File: src/rtl/fir_pkg.sv
// Shared types and constants for the symmetric 33-tap FIR sequencing controller.
package fir_pkg;

    typedef enum logic [2:0] {
        ST_IDLE,
        ST_UPDATE,
        ST_SHIFT,
        ST_READ,
        ST_DRAIN,
        ST_SUM
    } state_t;

    localparam int MAX_COEFF     = 17;
    localparam int RAM_DEPTH     = 16;
    localparam int COEFF_W       = 16;
    localparam int SAMPLE_PERIOD = 20;
    localparam int ADDR_W        = $clog2(RAM_DEPTH);

    // Active unique-coefficient count, saturated at the number the RAM pair can hold.
    function automatic logic [4:0] clamp_count(input logic [5:0] n, input int max_n);
        if (int'(n) > max_n) return 5'(max_n);
        return n[4:0];
    endfunction

endpackage

File: src/rtl/fir_sym_mac_scheduler_if.sv
// Bundle of sample/coefficient inputs and SRAM/MAC control outputs of the FIR scheduler.
interface fir_sym_mac_scheduler_if;
    import fir_pkg::*;

    // No handshake: iEnSample600k is a one-cycle strobe taken only in IDLE, and each
    // cycle with iCoeffUpdateFlag high carries exactly one coefficient write (no backpressure).
    logic                iEnSample600k;
    logic                iCoeffUpdateFlag;
    logic [5:0]          iAddrRam;
    logic [COEFF_W-1:0]  iWrDtRam;
    logic [5:0]          iNumOfCoeff;

    logic                oCsnRam1;
    logic                oCsnRam2;
    logic                oWrnRam1;
    logic                oWrnRam2;
    logic [ADDR_W-1:0]   oAddrRam1;
    logic [ADDR_W-1:0]   oAddrRam2;
    logic [COEFF_W-1:0]  oWrDtRam1;
    logic [COEFF_W-1:0]  oWrDtRam2;
    logic                oEnDelay;
    logic                oAccClr;
    logic                oEnMac1;
    logic                oEnMac2;
    logic                oEnSum;
    logic                oBusy;
    logic                oOverrun;
    logic                oCoeffErr;

    modport master (
        input  iEnSample600k, iCoeffUpdateFlag, iAddrRam, iWrDtRam, iNumOfCoeff,
        output oCsnRam1, oCsnRam2, oWrnRam1, oWrnRam2, oAddrRam1, oAddrRam2,
               oWrDtRam1, oWrDtRam2, oEnDelay, oAccClr, oEnMac1, oEnMac2, oEnSum,
               oBusy, oOverrun, oCoeffErr
    );

    modport slave (
        output iEnSample600k, iCoeffUpdateFlag, iAddrRam, iWrDtRam, iNumOfCoeff,
        input  oCsnRam1, oCsnRam2, oWrnRam1, oWrnRam2, oAddrRam1, oAddrRam2,
               oWrDtRam1, oWrDtRam2, oEnDelay, oAccClr, oEnMac1, oEnMac2, oEnSum,
               oBusy, oOverrun, oCoeffErr
    );

endinterface

File: src/rtl/fir_en_align.sv
// Delays the {EnMac1, EnMac2, AccClr} vector so MAC enables meet SRAM read data.
module fir_en_align #(
    parameter int W   = 3,
    parameter int LAT = 1
) (
    input  logic         clk,
    input  logic         rst_n,
    input  logic [W-1:0] d,
    output logic [W-1:0] q
);

    generate
        if (LAT == 0) begin : g_pass
            assign q = d;
        end else begin : g_dly
            logic [W-1:0] pipe [LAT];

            always_ff @(posedge clk or negedge rst_n) begin
                if (!rst_n) begin
                    for (int i = 0; i < LAT; i++) pipe[i] <= '0;
                end else begin
                    pipe[0] <= d;
                    for (int i = 1; i < LAT; i++) pipe[i] <= pipe[i-1];
                end
            end

            assign q = pipe[LAT-1];
        end
    endgenerate

endmodule

File: src/rtl/fir_sym_mac_scheduler.sv
// Sequencer for the symmetric FIR: coefficient writes, per-sample shift/read/MAC/sum schedule.
module fir_sym_mac_scheduler #(
    parameter int RD_LAT    = 1,
    parameter int MAC_LAT   = 1,
    parameter int MAX_COEFF = 17
) (
    input  logic                           iClk12M,
    input  logic                           iRsn,
    fir_sym_mac_scheduler_if.master        bus,
    output fir_pkg::state_t                dbg_state
);
    import fir_pkg::*;

    // DRAIN covers the cycles between the last read on the pins and the sum capture.
    localparam int DRAIN_CYC = (RD_LAT + MAC_LAT > 1) ? RD_LAT + MAC_LAT - 1 : 1;
    localparam int DRAIN_W   = $clog2(DRAIN_CYC + 1);

    state_t               state;
    logic [4:0]           cnt;
    logic [4:0]           neff;
    logic [4:0]           r1;
    logic [4:0]           r2;
    logic [4:0]           rd_idx;
    logic [DRAIN_W-1:0]   drain_cnt;
    logic                 rd1_act;
    logic                 rd2_act;
    logic                 first_rd;
    logic                 busy;
    logic [2:0]           en_vec;

    assign r1     = 5'((6'(neff) + 6'd1) >> 1);
    assign r2     = neff >> 1;
    assign rd_idx = (state == ST_SHIFT) ? 5'd0 : cnt;
    assign busy   = (state == ST_SHIFT) || (state == ST_READ) ||
                    (state == ST_DRAIN) || (state == ST_SUM);

    assign bus.oBusy = busy;
    assign dbg_state = state;

    always_ff @(posedge iClk12M or negedge iRsn) begin
        if (!iRsn) begin
            state         <= ST_IDLE;
            cnt           <= '0;
            neff          <= '0;
            drain_cnt     <= '0;
            rd1_act       <= 1'b0;
            rd2_act       <= 1'b0;
            first_rd      <= 1'b0;
            bus.oCsnRam1  <= 1'b1;
            bus.oCsnRam2  <= 1'b1;
            bus.oWrnRam1  <= 1'b1;
            bus.oWrnRam2  <= 1'b1;
            bus.oAddrRam1 <= '0;
            bus.oAddrRam2 <= '0;
            bus.oWrDtRam1 <= '0;
            bus.oWrDtRam2 <= '0;
            bus.oEnDelay  <= 1'b0;
            bus.oEnSum    <= 1'b0;
            bus.oOverrun  <= 1'b0;
            bus.oCoeffErr <= 1'b0;
        end else begin
            bus.oCsnRam1  <= 1'b1;
            bus.oCsnRam2  <= 1'b1;
            bus.oWrnRam1  <= 1'b1;
            bus.oWrnRam2  <= 1'b1;
            bus.oAddrRam1 <= '0;
            bus.oAddrRam2 <= '0;
            bus.oWrDtRam1 <= '0;
            bus.oWrDtRam2 <= '0;
            bus.oEnDelay  <= 1'b0;
            bus.oEnSum    <= 1'b0;
            rd1_act       <= 1'b0;
            rd2_act       <= 1'b0;
            first_rd      <= 1'b0;

            if (bus.iEnSample600k && busy) bus.oOverrun <= 1'b1;

            case (state)
                ST_IDLE, ST_UPDATE: begin
                    // The update flag wins over a same-cycle strobe, which is then dropped.
                    if (bus.iCoeffUpdateFlag) begin
                        state <= ST_UPDATE;
                        if (bus.iAddrRam > 6'd16) begin
                            bus.oCoeffErr <= 1'b1;
                        end else if (!bus.iAddrRam[0]) begin
                            bus.oCsnRam1  <= 1'b0;
                            bus.oWrnRam1  <= 1'b0;
                            bus.oAddrRam1 <= ADDR_W'(bus.iAddrRam >> 1);
                            bus.oWrDtRam1 <= bus.iWrDtRam;
                        end else begin
                            bus.oCsnRam2  <= 1'b0;
                            bus.oWrnRam2  <= 1'b0;
                            bus.oAddrRam2 <= ADDR_W'(bus.iAddrRam >> 1);
                            bus.oWrDtRam2 <= bus.iWrDtRam;
                        end
                    end else if (state == ST_UPDATE) begin
                        state <= ST_IDLE;
                    end else if (bus.iEnSample600k) begin
                        state        <= ST_SHIFT;
                        bus.oEnDelay <= 1'b1;
                        neff         <= clamp_count(bus.iNumOfCoeff, MAX_COEFF);
                    end
                end

                ST_SHIFT, ST_READ: begin
                    // SHIFT issues read 0 itself; with Neff=0 the compare fails and READ is skipped.
                    if (rd_idx < r1) begin
                        state         <= ST_READ;
                        cnt           <= rd_idx + 5'd1;
                        bus.oCsnRam1  <= 1'b0;
                        bus.oAddrRam1 <= ADDR_W'(rd_idx);
                        rd1_act       <= 1'b1;
                        first_rd      <= (state == ST_SHIFT);
                        if (rd_idx < r2) begin
                            bus.oCsnRam2  <= 1'b0;
                            bus.oAddrRam2 <= ADDR_W'(rd_idx);
                            rd2_act       <= 1'b1;
                        end
                    end else begin
                        state     <= ST_DRAIN;
                        drain_cnt <= '0;
                    end
                end

                ST_DRAIN: begin
                    if (drain_cnt == DRAIN_W'(DRAIN_CYC - 1)) begin
                        state      <= ST_SUM;
                        bus.oEnSum <= 1'b1;
                    end else begin
                        drain_cnt <= drain_cnt + 1'b1;
                    end
                end

                ST_SUM: begin
                    state <= ST_IDLE;
                end

                default: begin
                    state <= ST_IDLE;
                end
            endcase
        end
    end

    fir_en_align #(
        .W   (3),
        .LAT (RD_LAT)
    ) u_en_align (
        .clk   (iClk12M),
        .rst_n (iRsn),
        .d     ({rd1_act, rd2_act, first_rd}),
        .q     (en_vec)
    );

    assign bus.oEnMac1 = en_vec[2];
    assign bus.oEnMac2 = en_vec[1];
    assign bus.oAccClr = en_vec[0];

endmodule

File: src/flat_wrapper.sv
// flat-port wrapper written by rule: the top's interface ports become plain ports
module fir_sym_mac_scheduler_flat import fir_pkg::*;
#(
    parameter int RD_LAT    = 1,
    parameter int MAC_LAT   = 1,
    parameter int MAX_COEFF = 17
)
  (iClk12M, iRsn, dbg_state, bus_iEnSample600k, bus_iCoeffUpdateFlag, bus_iAddrRam, bus_iWrDtRam, bus_iNumOfCoeff, bus_oCsnRam1, bus_oCsnRam2, bus_oWrnRam1, bus_oWrnRam2, bus_oAddrRam1, bus_oAddrRam2, bus_oWrDtRam1, bus_oWrDtRam2, bus_oEnDelay, bus_oAccClr, bus_oEnMac1, bus_oEnMac2, bus_oEnSum, bus_oBusy, bus_oOverrun, bus_oCoeffErr);
  fir_sym_mac_scheduler_if bus_i ();
  input  logic iClk12M;
  input  logic iRsn;
  output fir_pkg::state_t dbg_state;
  input wire logic [$bits(bus_i.iEnSample600k)-1:0] bus_iEnSample600k;
  input wire logic [$bits(bus_i.iCoeffUpdateFlag)-1:0] bus_iCoeffUpdateFlag;
  input wire logic [$bits(bus_i.iAddrRam)-1:0] bus_iAddrRam;
  input wire logic [$bits(bus_i.iWrDtRam)-1:0] bus_iWrDtRam;
  input wire logic [$bits(bus_i.iNumOfCoeff)-1:0] bus_iNumOfCoeff;
  output wire logic [$bits(bus_i.oCsnRam1)-1:0] bus_oCsnRam1;
  output wire logic [$bits(bus_i.oCsnRam2)-1:0] bus_oCsnRam2;
  output wire logic [$bits(bus_i.oWrnRam1)-1:0] bus_oWrnRam1;
  output wire logic [$bits(bus_i.oWrnRam2)-1:0] bus_oWrnRam2;
  output wire logic [$bits(bus_i.oAddrRam1)-1:0] bus_oAddrRam1;
  output wire logic [$bits(bus_i.oAddrRam2)-1:0] bus_oAddrRam2;
  output wire logic [$bits(bus_i.oWrDtRam1)-1:0] bus_oWrDtRam1;
  output wire logic [$bits(bus_i.oWrDtRam2)-1:0] bus_oWrDtRam2;
  output wire logic [$bits(bus_i.oEnDelay)-1:0] bus_oEnDelay;
  output wire logic [$bits(bus_i.oAccClr)-1:0] bus_oAccClr;
  output wire logic [$bits(bus_i.oEnMac1)-1:0] bus_oEnMac1;
  output wire logic [$bits(bus_i.oEnMac2)-1:0] bus_oEnMac2;
  output wire logic [$bits(bus_i.oEnSum)-1:0] bus_oEnSum;
  output wire logic [$bits(bus_i.oBusy)-1:0] bus_oBusy;
  output wire logic [$bits(bus_i.oOverrun)-1:0] bus_oOverrun;
  output wire logic [$bits(bus_i.oCoeffErr)-1:0] bus_oCoeffErr;
  assign bus_i.iEnSample600k = bus_iEnSample600k;
  assign bus_i.iCoeffUpdateFlag = bus_iCoeffUpdateFlag;
  assign bus_i.iAddrRam = bus_iAddrRam;
  assign bus_i.iWrDtRam = bus_iWrDtRam;
  assign bus_i.iNumOfCoeff = bus_iNumOfCoeff;
  assign bus_oCsnRam1 = bus_i.oCsnRam1;
  assign bus_oCsnRam2 = bus_i.oCsnRam2;
  assign bus_oWrnRam1 = bus_i.oWrnRam1;
  assign bus_oWrnRam2 = bus_i.oWrnRam2;
  assign bus_oAddrRam1 = bus_i.oAddrRam1;
  assign bus_oAddrRam2 = bus_i.oAddrRam2;
  assign bus_oWrDtRam1 = bus_i.oWrDtRam1;
  assign bus_oWrDtRam2 = bus_i.oWrDtRam2;
  assign bus_oEnDelay = bus_i.oEnDelay;
  assign bus_oAccClr = bus_i.oAccClr;
  assign bus_oEnMac1 = bus_i.oEnMac1;
  assign bus_oEnMac2 = bus_i.oEnMac2;
  assign bus_oEnSum = bus_i.oEnSum;
  assign bus_oBusy = bus_i.oBusy;
  assign bus_oOverrun = bus_i.oOverrun;
  assign bus_oCoeffErr = bus_i.oCoeffErr;
  fir_sym_mac_scheduler #(.RD_LAT(RD_LAT), .MAC_LAT(MAC_LAT), .MAX_COEFF(MAX_COEFF)) u_core (.iClk12M(iClk12M), .iRsn(iRsn), .bus(bus_i), .dbg_state(dbg_state));
endmodule
File: config.mk
export PLATFORM = sky130hd
export DESIGN_NAME = fir_sym_mac_scheduler_flat
export DESIGN_NICKNAME = d
export VERILOG_FILES = /design/src/rtl/fir_pkg.sv /design/src/rtl/fir_sym_mac_scheduler_if.sv /design/src/rtl/fir_en_align.sv /design/src/rtl/fir_sym_mac_scheduler.sv /design/src/flat_wrapper.sv
export SDC_FILE = /design/constraint.sdc
export NUM_CORES = 1
export LEC_CHECK = 0
export ABC_AREA = 1
export ABC_CLOCK_PERIOD_IN_PS = 2500
export CAP_MARGIN = 20
export CORE_MARGIN = 3
export CORE_UTILIZATION = 40
export CTS_CLUSTER_DIAMETER = 100
export CTS_CLUSTER_SIZE = 30
export DETAILED_ROUTE_END_ITERATION = 7
export PLACE_DENSITY_LB_ADDON = 0.2
export SLEW_MARGIN = 10
export SYNTH_ARGS = -nofsm -noshare
export SYNTH_HDL_FRONTEND = slang
export SYNTH_SLANG_ARGS = --single-unit
File: constraint.sdc
create_clock -name iClk12M -period 2.5 [get_ports iClk12M]
set_clock_uncertainty 0.1 [all_clocks]
set_input_delay 0.625 -clock iClk12M [delete_from_list [all_inputs] [get_ports iClk12M]]
set_output_delay 0.625 -clock iClk12M [all_outputs]
set_load 0.005 [all_outputs]
==> results of run 1 <==
[where the power goes]
group	internal [W]	switching (W)
Combinational	0.000553	0.000689
Sequential	0.00130	0.000118
Clock	0.000594	0.000421
Total	0.00244	0.00123
[layout by cell type (no fill, tap or decap), drive strengths merged]
cell	instances
clkinv	1
a21boi	1
a211oi	1
nand3b	1
o21ai	7
or2	1
clkdlybuf4s50	85
nand4	2
clkinvlp	1
buf	5
ha	5
nand2	49
nor3	3
o21a	1
xor2	2
a21o	3
xnor2	1
nand3	13
inv	50
nor2	44
clkbuf	11
o22ai	5
bufinv	2
dfrtp	63
a21oi	4
dfstp	4
[registers in the layout, summed over array words and instances (netlist names), 3 cells and up]
signal and cells:
u_core.u_en_align.q 3, u_core.bus.oWrDtRam2 16, u_core.bus.oAddrRam1 4, u_core.dbg_state 3
u_core.cnt 5, u_core.neff 5, u_core.bus.oAddrRam2 4, u_core.bus.oWrDtRam1 16
[per-layer routing]
layer / routed length [µm] / GRT usage, % / part of all wire (%)
met5: 0 / 0 / 0
met4: 85 / 7.392 / 1.5
met2: 2508 / 23.15 / 46
met1: 2440 / 20.56 / 44
met3: 464 / 6.717 / 8.4
[cells by family (layout without fill, tap and decap cells)]
family / count (synthesis) / count (layout) / synth area share [%]
xor gates and xnor gates: 3 / 3 / 0.9931
DFF: 67 / 67 / 63.55
buffers and inverters: 53 / 155 / 7.848
and+or+nand+nor: 113 / 113 / 19.72
adders and majority gates: 5 / 5 / 2.364
AOI/OAI and AO/OA: 22 / 22 / 5.532
[layout make-up]
| class | count | area [µm²] |
|---|---|---|
| multi-input combinational | 143 | 757.0 |
| inverter | 49 | 183.9 |
| timing repair buffer | 90 | 898.4 |
| tap | 77 | 96.34 |
| clock inverter | 5 | 85.08 |
| sequential | 67 | 1682 |
| fill | 552 | 2542 |
| clock buffer | 11 | 141.4 |
[per-stage QoR]
| step | hold slack, ps | total power [W] | utilization, % | cell area [µm²] |
|---|---|---|---|---|
| after floorplan | 229.4 | 0.002198 | - | 2646 |
| after global placement | 235.4 | 0.002665 | 56.64 | 3617 |
| after detailed placement | 237.1 | 0.002688 | 56.64 | 3617 |
| after CTS | 90.49 | 0.003711 | 60.19 | 3844 |
| after global routing | 106.5 | 0.003957 | 60.19 | 3844 |
| final | 93.55 | 0.003670 | 60.19 | 3844 |
[worst paths after layout]
path	startpoint	to	slack, ps	cells past startpoint
setup / recovery	u_core.dbg_state[1]$_DFFE_PN0P_	bus_oBusy	130	3
hold / removal	iRsn	u_core.u_en_align.q[1]$_DFF_PN0_	90	1
setup reg to reg	u_core.neff[2]$_DFFE_PN0P_	u_core.bus.oAddrRam2[0]$_DFF_PN0_	230	8
hold reg to reg	u_core.rd1_act$_DFF_PN0_	u_core.u_en_align.q[2]$_DFF_PN0_	250	0
max in group asynchronous	iRsn	u_core.bus.oCsnRam1$_DFF_PN1_	1580	2
min in group iClk12M	u_core.rd1_act$_DFF_PN0_	u_core.u_en_align.q[2]$_DFF_PN0_	250	0
==> run metrics, run 1 <==
Synth Area per Inst=10.06 µm²; Worst-Margin Slew=374.5 ps; Yosys cell types=33; Worst setup SP type=flop; GRT Total Usage=15.92%; clock-pin slew on the worst setup and hold paths=70 ps; critical path buffer and inverter count=2; P_leak=1.961 nW; crit-path cells=buf_4 > xor2_1 > clkdlybuf4s50_1; initial antenna violation count=0; Setup crit end kind=output port; port bufs=86; final WL=5499 µm; run status=complete, no violations; largest area contributor in the netlist=dfrtp_1; CTS tree=built; max-cap violations=0; number of synthesized register bits=67; starting density of the core=41.44%; CP max-delay cell=clkdlybuf4s50_1; die width=87.34 µm; post-synth top area share=59.57%; top-count cell post-synth=dfrtp_1; relative slew slack=75.03%; Final Wtd Congestion=0.8121; WS Path Type=reg2out; worst endpoint data arrival time=1640 ps; CTS Buf Count=9; Final setup viols=0; CP required=1770 ps; final net count=397; pin count of the biggest net entering global routing=52; CTS Buffer Depth=2; Resize count post-CTS=0; Synth area leaders=dfrtp_1, inv_1, nand2_1, nor2_1, dfstp_2; hold_buf cts=0; vias in the first global route=1924; Vias/cell=4.511; Antenna diodes=0; worst skew pair latency=340 ps; Setup WS post-layout=132.0 ps; pre-CTS WS=167.8 ps; CTS root buf=clkbuf_8; cells after synthesis=263; post-synthesis sequential area ratio=63.55%; Post-synth EDFFs=0; peak per-stage delay on the critical path=530 ps; layout cell share with drive strength beyond 1=11.51%; RSZ-0062 raised after global routing=false; First DRT Iteration DRCs=79; Final Non-Filler Cells=442; htree depth=3; Ports=87; Total Die Area=0.007627 mm²; setup bufs post-CTS=0; Commonest cells post-synth=dfrtp_1, inv_1, nand2_1; Synth Cell Area=0.002646 mm²; vias=1994; main flop type after synthesis=dfrtp_1; DP Wirelength=4084 µm; power per cell area=954.8 mW/mm²; Synth-to-Final Area Change=45.25%; Critical Path Fanout Max=5; core region area=0.006386 mm²; Synth async-reset ratio=100.0%; CP top delay family=buffers and inverters; Die H=87.34 µm; syn_nets=300; Antenna Nets Post-Route=0; gr ovfl total=0; router iterations before antenna repair=4; yosys warns=0; Fin. Hold Viols=0; row count=29; first-pass GRT wire length=9121 µm; Inst Count DP=426; WL/cell=12.44 µm; Pins Over Slew Limit=0; detailed-route DRC error count=0; HP Class=in2async; CTS Sinks=67; Setup TNS=0 ps; Max Clk Rate=422.3 MHz; Tmin final=2368 ps; final worst path period share=94.72%; peak supply drop=541.1 µV
No activity file was read; power rests on OpenSTA's default activity.
==> run 2, diff against run 1 <==
--- a/config.mk
+++ b/config.mk
@@ -7,10 +7,8 @@
 export LEC_CHECK = 0
 export ABC_AREA = 1
 export ABC_CLOCK_PERIOD_IN_PS = 2500
-export CAP_MARGIN = 20
 export CORE_MARGIN = 3
 export CORE_UTILIZATION = 40
-export CTS_CLUSTER_DIAMETER = 100
 export CTS_CLUSTER_SIZE = 30
 export DETAILED_ROUTE_END_ITERATION = 7
 export PLACE_DENSITY_LB_ADDON = 0.2
==> results of run 2 <==
The final DEF is identical to that of run 1; final timing and power are the same.
